[src/rtl/vmicro16_apb_master.sv]
// APB3 master bridge for the vmicro16 memory stage: one load/store request
// becomes one APB transfer, with the core stalled until PREADY or timeout.
module vmicro16_apb_master #(
  parameter int BUS_WIDTH = 16,
  parameter int TIMEOUT   = 255,
  parameter int TO_WIDTH  = 8
) (
  input  logic                 clk,
  input  logic                 reset,

  input  logic                 req,
  input  logic                 req_we,
  input  logic [BUS_WIDTH-1:0] req_addr,
  input  logic [BUS_WIDTH-1:0] req_wdata,
  output logic                 busy,
  output logic                 done,
  output logic                 err,
  output logic [BUS_WIDTH-1:0] rdata,

  output logic [BUS_WIDTH-1:0] M_PADDR,
  output logic                 M_PWRITE,
  output logic                 M_PSELx,
  output logic                 M_PENABLE,
  output logic [BUS_WIDTH-1:0] M_PWDATA,
  input  logic [BUS_WIDTH-1:0] M_PRDATA,
  input  logic                 M_PREADY
);

  typedef enum logic [1:0] {IDLE, SETUP, ACCESS, DONE} state_t;

  localparam logic [TO_WIDTH-1:0] TO_LIMIT = TO_WIDTH'(TIMEOUT);
  localparam logic [TO_WIDTH-1:0] CNT_MAX  = '1;

  state_t               state_reg, state_next;
  logic [BUS_WIDTH-1:0] addr_reg;
  logic [BUS_WIDTH-1:0] wdata_reg;
  logic [BUS_WIDTH-1:0] rdata_reg;
  logic                 we_reg;
  logic                 err_reg;
  logic [TO_WIDTH-1:0]  cnt_reg;
  logic                 timeout_hit;

  assign timeout_hit = (TIMEOUT != 0) && (cnt_reg == TO_LIMIT);

  always_comb begin
    state_next = state_reg;
    case (state_reg)
      IDLE:    if (req) state_next = SETUP;
      SETUP:   state_next = ACCESS;
      ACCESS:  if (M_PREADY || timeout_hit) state_next = DONE;
      DONE:    state_next = IDLE;
      default: state_next = IDLE;
    endcase
  end

  always_ff @(posedge clk or posedge reset) begin
    if (reset) state_reg <= IDLE;
    else       state_reg <= state_next;
  end

  always_ff @(posedge clk or posedge reset) begin
    if (reset) begin
      addr_reg  <= '0;
      wdata_reg <= '0;
      rdata_reg <= '0;
      we_reg    <= 1'b0;
      err_reg   <= 1'b0;
      cnt_reg   <= '0;
    end else begin
      case (state_reg)
        IDLE: begin
          if (req) begin
            addr_reg  <= req_addr;
            wdata_reg <= req_wdata;
            we_reg    <= req_we;
            err_reg   <= 1'b0;
          end
        end
        ACCESS: begin
          // PREADY takes priority over a timeout landing in the same cycle
          if (M_PREADY) begin
            err_reg <= 1'b0;
            if (!we_reg) rdata_reg <= M_PRDATA;
          end else begin
            if (timeout_hit)        err_reg <= 1'b1;
            if (cnt_reg != CNT_MAX) cnt_reg <= cnt_reg + 1'b1;
          end
        end
        DONE:    cnt_reg <= '0;
        default: ;
      endcase
    end
  end

  // Bus controls decode straight from state so reset releases them at once
  assign busy      = (state_reg != IDLE);
  assign done      = (state_reg == DONE);
  assign M_PSELx   = (state_reg == SETUP) || (state_reg == ACCESS);
  assign M_PENABLE = (state_reg == ACCESS);
  assign M_PADDR   = addr_reg;
  assign M_PWRITE  = we_reg;
  assign M_PWDATA  = wdata_reg;
  assign err       = err_reg;
  assign rdata     = rdata_reg;

endmodule

[config.mk]
export PLATFORM = sky130hd
export DESIGN_NAME = vmicro16_apb_master
export DESIGN_NICKNAME = d
export VERILOG_FILES = /design/src/rtl/vmicro16_apb_master.sv
export SDC_FILE = /design/constraint.sdc
export NUM_CORES = 1
export LEC_CHECK = 0
export CAP_MARGIN = 10
export CORE_MARGIN = 2
export CORE_UTILIZATION = 39
export DETAILED_ROUTE_END_ITERATION = 7
export GPL_TIMING_DRIVEN = 0
export PLACE_DENSITY = 0.77
export SYNTH_ARGS = -nofsm -noshare
export SYNTH_HDL_FRONTEND = slang
export SYNTH_SLANG_ARGS = --single-unit
[constraint.sdc]
create_clock -name clk -period 1.82 [get_ports clk]
set_input_delay 0.364 -clock clk [delete_from_list [all_inputs] [get_ports clk]]
set_output_delay 0.364 -clock clk [all_outputs]
set_load 0.02 [all_outputs]
==> impl_metrics.tcl, run 1 <==
set metrics [dict create \
    final.hold.worst_slack_ns 0.5035 \
    synth_area_in_compound_gates_pct 4.918 \
    first_pass_grt_wire_length_um 9432 \
    clock_insertion_delay_worst_skew_ns 0.33 \
    num-fill-cells 512 \
    synth.top_cell.area_share_pct 57.86 \
    vias_per_cell 4.916 \
    clock.fmax_mhz 574.5 \
    syn_area_per_cell_um2 13.66 \
    grt_max_degree 35 \
    synth_common_cells "sky130_fd_sc_hd__dfrtp_1, sky130_fd_sc_hd__mux2_2, sky130_fd_sc_hd__nand3_1" \
    finalClockSkew_ns 0.008444 \
    post_synth_num_cell_types 39 \
    placement.setup.worst_slack_ns -0.1324 \
    synthMuxAreaShare_pct 21.84 \
    h-tree-depth 3 \
    timing.slew.headroom_pct 48.53 \
    synth_fa_ha_area_share_pct 2.411 \
    path_max_fanout 7 \
    areaGrowthSynthToFinish_pct 55.30 \
    floorplan.rows 29 \
    pint_mw 4.721 \
    synth_top_family_by_area "multiplexers" \
    pwr-share-clk_pct 20.0 \
    synth_enable_flop_cells 0 \
    postRouteAntennaNets 0 \
    cts-root-buf "sky130_fd_sc_hd__clkbuf_8" \
    route.vias.total 1922 \
    grt.overflow.total 0 \
    gp_congestion 0.8117 \
    p_leak_nw 1.719 \
    grt_setup_unrepaired "no" \
    cts_tree "yes" \
    final_layout_size_suffix_gt1_share_pct 28.66 \
    floorplan.die.height_um 85.57 \
    finalNetCount 367 \
    power.share.sequential_pct 31.7 \
    drv_slew 0 \
    die-area_um2 7322 \
    detailed_place.area_um2 3776 \
    synth_area_um2 2595 \
    period_share_pct 95.64 \
    power.net_switching_mw 2.476 \
    pwr_density_cell_nw_per_um2 1786 \
    crit_path_max_incr_delay_ns 0.41 \
    library_cell_with_the_highest_instance_count_after_synthesis "sky130_fd_sc_hd__dfrtp_1" \
    final_critical_path_setup_slack_ns 0.07926 \
    cts_hold_repair.buffers 0 \
    worstSetupEndpointType "output pin" \
    timing.final.crit_period_ns 1.741 \
    postSynth.topFlopCell "sky130_fd_sc_hd__dfrtp_1" \
    setup.worst_path.class "reg -> out" \
    synth.net_count 248 \
    clockBufferDepth 2 \
    clkSinkCount 60 \
    start_util_pct 40.63 \
    synthArstFlopShare_pct 100.0 \
    worstPathArrival_ns 1.38 \
    synth.ff_latch_count 60 \
    status "completed" \
    first_iter_violations 31 \
    grt_antenna_before_repair 0 \
    hold_wc_path_type "reg -> reg" \
    die_width_um 85.57 \
    yosysWarnings 0 \
    wl_um 5846 \
    drcViolationCount 0 \
    synth_xor_area_share_pct 0 \
    finalSetupViolations 0 \
    r2r_cells 7 \
    sequential_to_total_area_share_from_yosys_stat_pct 57.86 \
    numPortBuffers 106 \
    timing_worst_slew_pin_value_ns 0.7704 \
    top_level_ports 107 \
    part_of_the_total_power_dissipated_in_combinational_logic_pct 48.4 \
    timing.critical_path.required_ns 1.46 \
    ir_drop_v 0.001091 \
    drt-wirelength-per-cell_um 14.95 \
    grt.total_usage_pct 16.91 \
    synthesized_instance_count 190 \
    cts.reportedPaths.clkPinSlew_ns 0.06 \
    first_pass_iters 4 \
    synthTopCellsByArea "sky130_fd_sc_hd__dfrtp_1, sky130_fd_sc_hd__mux2_2, sky130_fd_sc_hd__ha_1" \
    crit_chain "ha_2 -> dlygate4sd2_1" \
    post-synth-top-area-cell "sky130_fd_sc_hd__dfrtp_1" \
    synth_simple_gate_area_share_pct 9.740 \
    tritoncts.num_buffers 9 \
    critical-path-slowest-cell "sky130_fd_sc_hd__dfrtp_1" \
    min_delay_path_depth 1 \
    setup.worst_path.start_class "register" \
    switching_share_pct 34.40 \
    detailed_place_hpwl_um 4299 \
    insertedDiodeCount 0 \
    maxCapViolCount 0 \
    design.core.area_um2 6386 \
    first_global_vias 1988 \
    post_layout_instance_area_um2 4030 \
    final-hold-violation-count 0 \
]
## what timing repair did
action / CTS / global route
setup buffers: 0 / 0
cloned: 1 / 0
endpoints found under the hold margin: 0 / 0
setup endpoints to repair: 7 / 38
resized for setup: 9 / 10
## worst max-delay path, delay by kind of cell (launching register included)
family	cells	cell delay (ns)
flops	1	0.41
buf+inv	1	0.35
fa+ha+maj	1	0.29
## cells by family after synthesis
kind of cell | count (synthesis)
AOI/OAI and AO/OA | 19
buffers and inverters | 14
muxes | 50
DFF | 60
adders and majority gates | 5
and+or+nand+nor | 42
## routing by layer
layer  track usage, %  vias to the layer above  wire [um]
met5                0                        -          0
met4            9.235                        0        144
met3            4.139                       11        416
met2            27.06                       77       2804
met1            21.14                      918       2480
li1                 -                      916          -
## final cells by class
type	instances	area [um^2]	area share, %
clock buffer	10	127.6	3.167
timing repair buffer	108	1074	26.64
multi-input combinational	116	1020	25.30
sequential	60	1501	37.26
buffer	9	76.32	1.894
inverter	5	22.52	0.5588
clock inverter	6	112.6	2.794
tap	77	96.34	2.391
## per-stage QoR
| step | power (mW) | utilization (%) | std cells | TNS (ns) |
|---|---|---|---|---|
| 6_report | 7.197 | 63.11 | 391 | 0 |
| 4_1_cts | 7.278 | 62.99 | 391 | 0 |
| 2_1_floorplan | 4.201 | - | 190 | 0 |
| 5_1_grt | 7.616 | 63.11 | 391 | 0 |
| 3_3_place_gp | 5.732 | 58.82 | 373 | -4.052 |
| 3_5_place_dp | 5.827 | 59.13 | 374 | -3.220 |
## power by group through the flow
| stage | Clock, mW | Sequential [mW] | Combinational [mW] |
|---|---|---|---|
| floorplan | 0 | 2.97 | 1.23 |
| CTS | 1.48 | 2.28 | 3.52 |
| finish | 1.44 | 2.28 | 3.48 |
| detailed placement | 0 | 2.30 | 3.53 |
| global route | 1.55 | 2.37 | 3.70 |
| global placement | 0 | 2.26 | 3.47 |
## worst paths after layout
check,from,end,slack [ns]
min reg2reg,rdata[4]$_DFFE_PP0P_,rdata[4]$_DFFE_PP0P_,0.50
max,state_reg[1]$_DFFE_PP0P_,done,0.08
max in group asynchronous,reset,M_PADDR[4]$_DFFE_PP0P_,0.71
min in group asynchronous,reset,M_PWDATA[12]$_DFFE_PP0P_,0.54
max reg2reg,state_reg[0]$_DFFE_PP0P_,cnt_reg[7]$_DFFE_PP0P_,0.08
min,rdata[4]$_DFFE_PP0P_,rdata[4]$_DFFE_PP0P_,0.50
## layout by cell type (no fill, tap or decap), types with 2 or more instances in the layout
cell / instances
sky130_fd_sc_hd__buf_2: 2
sky130_fd_sc_hd__ha_1: 2
sky130_fd_sc_hd__nor2_1: 2
sky130_fd_sc_hd__clkbuf_8: 9
sky130_fd_sc_hd__dfrtp_1: 60
sky130_fd_sc_hd__clkinv_4: 2
sky130_fd_sc_hd__nand3_1: 9
sky130_fd_sc_hd__ha_2: 3
sky130_fd_sc_hd__nand2b_1: 2
sky130_fd_sc_hd__clkbuf_1: 2
sky130_fd_sc_hd__nor3_1: 3
sky130_fd_sc_hd__mux2_2: 49
sky130_fd_sc_hd__nand4_1: 3
sky130_fd_sc_hd__clkbuf_4: 3
sky130_fd_sc_hd__a31oi_1: 2
sky130_fd_sc_hd__buf_6: 4
sky130_fd_sc_hd__nor2b_1: 6
sky130_fd_sc_hd__dlygate4sd2_1: 2
sky130_fd_sc_hd__a21oi_1: 2
sky130_fd_sc_hd__clkbuf_2: 2
sky130_fd_sc_hd__nand2_1: 5
sky130_fd_sc_hd__clkdlybuf4s50_1: 102
sky130_fd_sc_hd__inv_1: 3
sky130_fd_sc_hd__bufinv_16: 3
sky130_fd_sc_hd__or4_1: 2
sky130_fd_sc_hd__o21ai_0: 5
Note: power is estimated with default switching activity, not from simulation.
==> run 2, diff against run 1 <==
--- a/config.mk
+++ b/config.mk
@@ -9,7 +9,6 @@
 export CORE_MARGIN = 2
 export CORE_UTILIZATION = 39
 export DETAILED_ROUTE_END_ITERATION = 7
-export GPL_TIMING_DRIVEN = 0
 export PLACE_DENSITY = 0.77
 export SYNTH_ARGS = -nofsm -noshare
 export SYNTH_HDL_FRONTEND = slang
==> run 2 against run 1 <==
  * Hold slack lost 0.019 ns
  * Clock power shrank 8%
  * Final cell count grew 0.77%
  * Maximum frequency is essentially flat
  * Utilization grew 0.43 points
  * Via count grew 3.2%
  * Count of clock-buffer cells in the layout is the same
  * First-iteration DRC count grew 68%
  * Sequential power is essentially flat
  * Power shrank 0.94%
  * Worst setup slack gained 0.0017 ns
  * Largest power group unchanged
==> impl_metrics.tcl, run 2 (same netlist as run 1, synthesis figures left out) <==
set metrics [dict create \
    status "completed" \
    worstSetupEndpointType "output pin" \
    timing.slew.headroom_pct 78.66 \
    wl_um 5796 \
    grt_use_met2_pct 26.78 \
    final.setup.tns_ns 0 \
    grt.overflow.total 0 \
    reg2reg_to "cnt_reg[3]$_DFFE_PP0P_" \
    gp_congestion 0.7909 \
    h-tree-depth 3 \
    die-area_um2 7322 \
    cp.buffers_inverters 2 \
    final.hold.worst_slack_ns 0.4849 \
    clockBufferDepth 2 \
    tritoncts.num_buffers 9 \
    pwr_density_cell_nw_per_um2 1757 \
    clock.fmax_mhz 575.0 \
    worst_setup_startpoint "state_reg[0]$_DFFE_PP0P_" \
    route.vias.total 1984 \
    crit_chain "inv_1 -> ha_2 -> clkdlybuf4s15_1" \
    finalClockSkew_ns 0.01280 \
    layout.core_utilization_pct 63.54 \
    drv_slew 0 \
    layout.cells.most_common "sky130_fd_sc_hd__clkdlybuf4s50_1" \
    areaGrowthSynthToFinish_pct 56.36 \
    finalSetupViolations 0 \
    timing.critical_path.required_ns 1.46 \
    detailed_place.area_um2 3834 \
    fin_cells 394 \
    first_pass_iters 4 \
    drt-wirelength-per-cell_um 14.71 \
    setup.worst_path.class "reg -> out" \
    final-hold-violation-count 0 \
    r2r_cells 6 \
    vias_per_cell 5.036 \
    grt_setup_unrepaired "no" \
    p_leak_nw 1.746 \
    mostFrequentLayoutCells "sky130_fd_sc_hd__clkdlybuf4s50_1, sky130_fd_sc_hd__dfrtp_1, sky130_fd_sc_hd__mux2_2, sky130_fd_sc_hd__buf_4, sky130_fd_sc_hd__clkbuf_8" \
    cpLargestDelayFamily "buffers and inverters" \
    ff2ff_setup_slack_ns 0.16 \
    first_global_vias 1986 \
    clock_insertion_delay_worst_skew_ns 0.32 \
    ir_drop_v 0.001064 \
    critical_path.reg2reg.startpoint "state_reg[0]$_DFFE_PP0P_" \
    die_width_um 85.57 \
    worstPathArrival_ns 1.38 \
    setup.worst_path.start_class "register" \
    postCtsSetupBuffers 0 \
    floorplan.die.height_um 85.57 \
    maxCapViolCount 0 \
    grt_antenna_before_repair 0 \
    drcViolationCount 0 \
    timing_worst_slew_pin_value_ns 0.3200 \
    cts-root-buf "sky130_fd_sc_hd__clkbuf_8" \
    cts_tree "yes" \
    use_met3_pct 4.042 \
    grt.total_usage_pct 16.71 \
    post_layout_instance_area_um2 4058 \
    hold_wc_path_type "in -> async" \
    first_iter_violations 52 \
    start_util_pct 40.63 \
    detailed_place_hpwl_um 4159 \
    postRouteAntennaNets 0 \
    grt_max_degree 61 \
    critical-path-slowest-cell "sky130_fd_sc_hd__dfrtp_1" \
    top_level_ports 107 \
    timing.final.crit_period_ns 1.739 \
    design.core.area_um2 6386 \
    cts_repair_resize_count 6 \
    first_pass_grt_wire_length_um 9515 \
    cts_hold_repair.buffers 0 \
    numPortBuffers 106 \
    grtUsageMet1_pct 21.30 \
    crit_path_max_incr_delay_ns 0.38 \
    final_layout_size_suffix_gt1_share_pct 28.71 \
    finalNetCount 370 \
    cts.reportedPaths.clkPinSlew_ns 0.07 \
    path_max_fanout 5 \
    insertedDiodeCount 0 \
    period_share_pct 95.55 \
    clkSinkCount 60 \
    floorplan.rows 29 \
    post-place-cells 378 \
    grt.busiest_layer "met2" \
]
-- run 2: cell types whose count changed in the layout (fill, tap and decap cells not counted), sizes merged --
cell / change
buf: +7
bufinv: -1
clkbuf: -4
clkdlybuf4s15: +1
clkinv: +1
dlygate4sd2: -1
-- run 2: cell type report --
| type | count | area [um^2] |
|---|---|---|
| multi-input combinational | 116 | 1020 |
| clock buffer | 10 | 137.6 |
| tap | 77 | 96.34 |
| inverter | 5 | 22.52 |
| fill | 517 | 2328 |
| sequential | 60 | 1501 |
| clock inverter | 6 | 87.58 |
| timing repair buffer | 120 | 1192 |
-- run 2: power breakdown --
group,switching (mW),internal [mW]
sequential,0.323,1.95
combinational,1.62,1.90
clock,0.526,0.808
total,2.47,4.66
-- run 2: per-layer routing --
metal	up-vias	share of wire (%)
li1	925	-
met1	982	43
met2	69	50
met3	8	5.7
met4	0	1.8
met5	-	0
-- run 2: metrics by stage --
step	total power [mW]	worst slack (ns)
after floorplan	4.201	0.02842
after global placement	5.802	0.01949
after detailed placement	5.906	0.01049
after CTS	7.247	0.007084
after global routing	7.541	0.001508
final	7.130	0.08098
-- run 2: how the worst max path moves through the flow --
stage                        endpoint  slack (ns)  depth (start not counted)
6_report                    M_PENABLE        0.08                          3
5_1_grt                     M_PENABLE       0.002                          3
4_1_cts                     M_PENABLE       0.007                          3
3_5_place_dp   cnt_reg[1]$_DFFE_PP0P_        0.01                          6
3_3_place_gp   cnt_reg[7]$_DFFE_PP0P_        0.02                          5
2_1_floorplan  cnt_reg[7]$_DFFE_PP0P_        0.03                          7
-- run 2: worst reg2reg max path, cell delays in order (launching register included) --
cell and delay (ns):
sky130_fd_sc_hd__dfrtp_1 0.38, sky130_fd_sc_hd__inv_1 0.12, sky130_fd_sc_hd__ha_2 0.24, sky130_fd_sc_hd__and2b_2 0.19
sky130_fd_sc_hd__o21ai_4 0.10, sky130_fd_sc_hd__or4_1 0.49, sky130_fd_sc_hd__nand3_1 0.08
